$ cat config.mk
export PLATFORM = sky130hd
export DESIGN_NAME = mul16_seq_ctrl_flat
export DESIGN_NICKNAME = d
export VERILOG_FILES = /design/src/rtl/mul16_seq_ctrl_if.sv /design/src/rtl/mul16_seq_ctrl.sv /design/src/flat_wrapper.sv
export SDC_FILE = /design/constraint.sdc
export NUM_CORES = 1
export LEC_CHECK = 0
export ABC_AREA = 0
export BUFFER_PORTS_ARGS = -buffer_cell sky130_fd_sc_hd__buf_4
export CAP_MARGIN = 20
export CORE_MARGIN = 8
export CORE_UTILIZATION = 40
export DETAILED_ROUTE_END_ITERATION = 16
export PLACE_DENSITY_LB_ADDON = 0.2
export SYNTH_ARGS = -nofsm -noshare
export SYNTH_HDL_FRONTEND = slang
export SYNTH_SLANG_ARGS = --single-unit
$ cat constraint.sdc
create_clock -name clk -period 8.75 [get_ports clk]
set_input_delay 0.4375 -clock clk [delete_from_list [all_inputs] [get_ports clk]]
set_output_delay 0.4375 -clock clk [all_outputs]
set_load 0.01 [all_outputs]
$ cat src/rtl/mul16_seq_ctrl_if.sv
// Operand, result and shared-core signals of the sequential 16x16 multiplier.
// The slave side is the sequencer; the master side is the producer/consumer plus core.
interface mul16_seq_ctrl_if;
  logic        in_valid;
  logic        in_ready;
  logic [15:0] a;
  logic [15:0] b;
  logic [7:0]  mul_a;
  logic [7:0]  mul_b;
  logic [15:0] mul_p;
  logic        out_valid;
  logic        out_ready;
  logic [31:0] prod;
  logic        busy;

  modport slave (
    input  in_valid,
    input  a,
    input  b,
    input  mul_p,
    input  out_ready,
    output in_ready,
    output mul_a,
    output mul_b,
    output out_valid,
    output prod,
    output busy
  );

  modport master (
    output in_valid,
    output a,
    output b,
    output mul_p,
    output out_ready,
    input  in_ready,
    input  mul_a,
    input  mul_b,
    input  out_valid,
    input  prod,
    input  busy
  );
endinterface

$ cat src/rtl/mul16_seq_ctrl.sv
// 16x16 unsigned multiply sequenced over one shared 8x8 core, one byte-pair per cycle,
// shift-add accumulated into a 32-bit result returned over a valid/ready handshake.
module mul16_seq_ctrl #(
  parameter bit TRUNC_LL = 1'b0
) (
  input logic             clk,
  input logic             rst_n,
  mul16_seq_ctrl_if.slave bus
);

  localparam logic [2:0] StIdle = 3'd0;
  localparam logic [2:0] StLl   = 3'd1;
  localparam logic [2:0] StLh   = 3'd2;
  localparam logic [2:0] StHl   = 3'd3;
  localparam logic [2:0] StHh   = 3'd4;
  localparam logic [2:0] StDone = 3'd5;

  logic [2:0]  state_q, state_d;
  logic [15:0] a_q, a_d;
  logic [15:0] b_q, b_d;
  logic [31:0] acc_q, acc_d;
  logic [31:0] prod_q, prod_d;
  logic        out_valid_q, out_valid_d;

  logic [7:0]  al, ah, bl, bh;
  logic [7:0]  mul_a, mul_b;
  logic [31:0] partial;
  logic        compute;
  logic        accept;

  assign al = a_q[7:0];
  assign ah = a_q[15:8];
  assign bl = b_q[7:0];
  assign bh = b_q[15:8];

  // Core operands and the aligned partial product depend on the state alone.
  always_comb begin
    mul_a   = 8'h00;
    mul_b   = 8'h00;
    partial = 32'h0;
    compute = 1'b0;
    case (state_q)
      StLl: begin
        mul_a   = al;
        mul_b   = bl;
        partial = {16'h0, bus.mul_p};
        compute = 1'b1;
      end
      StLh: begin
        mul_a   = al;
        mul_b   = bh;
        partial = {8'h0, bus.mul_p, 8'h0};
        compute = 1'b1;
      end
      StHl: begin
        mul_a   = ah;
        mul_b   = bl;
        partial = {8'h0, bus.mul_p, 8'h0};
        compute = 1'b1;
      end
      StHh: begin
        mul_a   = ah;
        mul_b   = bh;
        partial = {bus.mul_p, 16'h0};
        compute = 1'b1;
      end
      default: ;
    endcase
  end

  assign accept = (state_q == StIdle) && bus.in_valid;

  always_comb begin
    state_d = state_q;
    a_d     = a_q;
    b_d     = b_q;
    acc_d   = acc_q;
    case (state_q)
      StIdle: begin
        if (accept) begin
          a_d     = bus.a;
          b_d     = bus.b;
          acc_d   = 32'h0;
          state_d = TRUNC_LL ? StLh : StLl;
        end
      end
      StLl:   state_d = StLh;
      StLh:   state_d = StHl;
      StHl:   state_d = StHh;
      StHh:   state_d = StDone;
      StDone: begin
        if (bus.out_ready) begin
          state_d = StIdle;
        end
      end
      default: state_d = StIdle;
    endcase
    // Modulo-2^32 wrap is intended: approximate cores may overshoot the exact product.
    if (compute) begin
      acc_d = acc_q + partial;
    end
  end

  // prod is only refreshed on the edge that enters DONE and otherwise holds.
  assign prod_d      = (state_q == StHh) ? acc_d : prod_q;
  assign out_valid_d = (state_d == StDone);

  always_ff @(posedge clk) begin
    if (!rst_n) begin
      state_q     <= StIdle;
      a_q         <= 16'h0;
      b_q         <= 16'h0;
      acc_q       <= 32'h0;
      prod_q      <= 32'h0;
      out_valid_q <= 1'b0;
    end else begin
      state_q     <= state_d;
      a_q         <= a_d;
      b_q         <= b_d;
      acc_q       <= acc_d;
      prod_q      <= prod_d;
      out_valid_q <= out_valid_d;
    end
  end

  assign bus.in_ready  = (state_q == StIdle);
  assign bus.busy      = (state_q != StIdle);
  assign bus.mul_a     = mul_a;
  assign bus.mul_b     = mul_b;
  assign bus.out_valid = out_valid_q;
  assign bus.prod      = prod_q;

endmodule
$ cat src/flat_wrapper.sv
// flat-port wrapper written by rule: the top's interface ports become plain ports
module mul16_seq_ctrl_flat 
#(
  parameter bit TRUNC_LL = 1'b0
)
  (clk, rst_n, bus_in_valid, bus_a, bus_b, bus_mul_p, bus_out_ready, bus_in_ready, bus_mul_a, bus_mul_b, bus_out_valid, bus_prod, bus_busy);
  mul16_seq_ctrl_if bus_i ();
  input logic clk;
  input logic rst_n;
  input wire logic [$bits(bus_i.in_valid)-1:0] bus_in_valid;
  input wire logic [$bits(bus_i.a)-1:0] bus_a;
  input wire logic [$bits(bus_i.b)-1:0] bus_b;
  input wire logic [$bits(bus_i.mul_p)-1:0] bus_mul_p;
  input wire logic [$bits(bus_i.out_ready)-1:0] bus_out_ready;
  output wire logic [$bits(bus_i.in_ready)-1:0] bus_in_ready;
  output wire logic [$bits(bus_i.mul_a)-1:0] bus_mul_a;
  output wire logic [$bits(bus_i.mul_b)-1:0] bus_mul_b;
  output wire logic [$bits(bus_i.out_valid)-1:0] bus_out_valid;
  output wire logic [$bits(bus_i.prod)-1:0] bus_prod;
  output wire logic [$bits(bus_i.busy)-1:0] bus_busy;
  assign bus_i.in_valid = bus_in_valid;
  assign bus_i.a = bus_a;
  assign bus_i.b = bus_b;
  assign bus_i.mul_p = bus_mul_p;
  assign bus_i.out_ready = bus_out_ready;
  assign bus_in_ready = bus_i.in_ready;
  assign bus_mul_a = bus_i.mul_a;
  assign bus_mul_b = bus_i.mul_b;
  assign bus_out_valid = bus_i.out_valid;
  assign bus_prod = bus_i.prod;
  assign bus_busy = bus_i.busy;
  mul16_seq_ctrl #(.TRUNC_LL(TRUNC_LL)) u_core (.clk(clk), .rst_n(rst_n), .bus(bus_i));
endmodule
==> flow_summary.ini <==
[pwr]
vdd_drop_max_uv = 127
power_w = 0.00117
p_leak_nw = 3.07
p_per_area_mw_per_mm2 = 164

[synth]
seq_area_frac_synth = 0.336
synth_top_area_frac = 0.336
syn_area_mm2 = 0.00597
synth_edf_count = 0
syn_area_per_cell_um2 = 7.74
syn_nets = 855
ys_top_cells_by_count = 137 x nand2_1, 100 x dfxtp_1, 79 x a21oi_1, 48 x clkbuf_1, 48 x nor2_1
synth_flop_cell = dfxtp_1
synthCells = 771
synthArstFlopShare = 0
yosys_warnings = 0
yosysMostFrequentCell = nand2_1
synth_seq_cells = 100
ys_types = 65
yosysTopAreaCell = dfxtp_1
synthTopCellsByArea = dfxtp_1 34%, nand2_1 8.6%, a21oi_1 6.6%

[timing]
tightest_slew_ns = 0.791
slew_viol_final = 0
hold_viol = 0
setup_violations = 0
finClkSkew_ns = 0.00814
tns_ns = 0
slew_headroom = 0.472
finalCritPeriodShare = 0.557
rsz0062_at_grt = false
max_freq_mhz = 205
min_period_ns = 4.88

[min_path]
hold_depth = 3
hp-start = bus_b[8]
hold-path-endpoint = u_core.b_q[8]
holdCritPathClass = in -> reg

[placed_design]
gp_congestion = 0.902
io_buffers = 102
placed_cells = 1009
dp_hpwl_mm = 13.2

[cts]
cts_setup_buffers = 0
cts_buffers = 9
clk_path_buf_depth = 2
cts.htree.levels = 3
cts_hold_buf = 0
clkTransAtPathRegs_ns = 0.08
cts_resized = 0
cts_tree = done
clock-root-buffer = clkbuf_16
cts.sinks = 100
insertion_delay_ns = 0.36

[floorplanning]
start_util = 0.411
core_mm2 = 0.0145
die_w_um = 138
ioPinCount = 103
die_h_um = 138
rows = 44
dieArea_mm2 = 0.0191

[critical_path]
rr_endpoint = u_core.acc_q[24]
worstRegToRegCells = 15
path_class = reg -> reg
rr_startpoint = u_core.state_q[2]
critPathCaptureType = flop
cp.required_ns = 9.03
cp-start-kind = flop
critPathMaxFanout = 27
arrival_ns = 5.16
rrSetupSlack_ns = 3.87

[outcome]
status = completed

[global_routing]
gr-total-overflow = 0
antenna_found_initial = 0
grt_pass1_vias = 5821
grt_pass1_wl_mm = 29.4
grt_max_degree = 65
track_usage = 0.184

[route]
first_pass_iters = 5
drt_iter0_markers = 531
vias_per_cell = 5.69
routedWlPerCell_um = 17.4
vias = 5845
drc = 0
drt-total-wl_mm = 17.9
ant_nets = 0

[final_layout]
nets = 922
utilization = 0.491
stdcell_count = 1027
drive_above_1_share = 0.174
antenna_cells = 0
areaGrowthSynthToFinish_pct = 19.6

[run]
timing.max_cap.violations = 0
-- kinds of logic after synthesis --
group | count (synthesis) | share of synthesized area
and+or+nand+nor | 295 | 0.229
AOI/OAI and AO/OA | 249 | 0.285
DFF | 100 | 0.336
buffers and inverters | 69 | 0.0440
adders and majority gates | 32 | 0.0684
xor gates and xnor gates | 23 | 0.0338
muxes | 3 | 0.00524
-- how the worst max path moves through the flow --
stage | start | endpoint | slack, ns | depth (start not counted)
finish | u_core.state_q[2] | u_core.acc_q[24] | 3.87 | 15
detailed placement | u_core.state_q[2] | u_core.acc_q[24] | 3.64 | 14
floorplan | u_core.state_q[0] | u_core.acc_q[24] | 4.63 | 18
global route | u_core.state_q[2] | u_core.acc_q[30] | 3.46 | 15
global placement | u_core.state_q[2] | u_core.acc_q[24] | 3.81 | 14
CTS | u_core.state_q[2] | u_core.bus.prod[30] | 3.62 | 14
-- critical path, cell delays in order, from the launching register on --
cell	delay, ns
dfxtp_1	0.57
nor2b_1	0.62
nor2b_1	0.48
buf_4	0.27
and2_1	0.15
ha_1	0.19
inv_1	0.06
fa_1	0.40
and2b_1	0.25
o2111ai_2	0.15
a211oi_2	0.38
nor4_2	0.13
o31ai_2	0.37
a21oi_1	0.14
or4b_1	0.51
a31oi_1	0.13
-- power breakdown --
group	switching (W)	internal [W]
Sequential	0.0000184	0.000480
Combinational	0.000178	0.000104
Clock	0.000193	0.000200
Total	0.000389	0.000784
-- cell type report --
cell class / count / area, µm²
inverter: 14 / 52.6
clock inverter: 7 / 66.3
tap: 184 / 230
multi-input combinational: 602 / 3710
sequential: 100 / 2000
fill: 1460 / 7390
timing repair buffer: 111 / 853
clock buffer: 9 / 225
-- cells in the final DEF (no fill, tap or decap), types with 3 or more instances in the layout --
cell       count
o21ai_0       31
nand4_1        3
xnor2_1       12
buf_4        110
o21a_1         5
nand2b_1       5
or2_2          5
o31ai_1        4
a21o_1        19
nand3_1       31
nor2b_1        7
nor3b_1        4
a22oi_1       22
o21bai_1       4
nor3_1         7
clkbuf_16      9
xor2_1        11
o311ai_0       7
inv_1         13
and2_1        12
or3_1         10
nor2_1        47
a211oi_1      10
a22o_1        24
ha_1          31
a21oi_1       79
inv_8          3
dfxtp_1      100
nand2_1      137
o211ai_1       8
and3_1        16
a31oi_1       11
-- metal layers --
| metal | routed length, µm | part of all wire | GRT usage | vias up |
|---|---|---|---|---|
| met2 | 8240 | 0.46 | 0.294 | 148 |
| met1 | 8330 | 0.47 | 0.233 | 2750 |
| li1 | - | - | - | 2921 |
| met5 | 0 | 0 | 0 | - |
| met3 | 918 | 0.051 | 0.0438 | 26 |
| met4 | 392 | 0.022 | 0.0749 | 0 |
-- metrics by stage --
stage	hold slack, ns	cell area [µm²]	setup slack (ns)
final	0.323	7140	3.87
after global placement	0.444	6810	3.81
after detailed placement	0.448	6810	3.64
after floorplan	0.436	5970	4.63
after global routing	0.321	7140	3.46
after CTS	0.308	7100	3.62
-- flip-flops by register name, indices dropped and copies added, names as in the netlist --
register	count
u_core.acc_q	32
u_core.bus.prod	32
u_core.a_q	16
u_core.b_q	16
u_core.state_q	3
u_core.bus.out_valid	1
No activity file was read; power rests on OpenSTA's default activity.
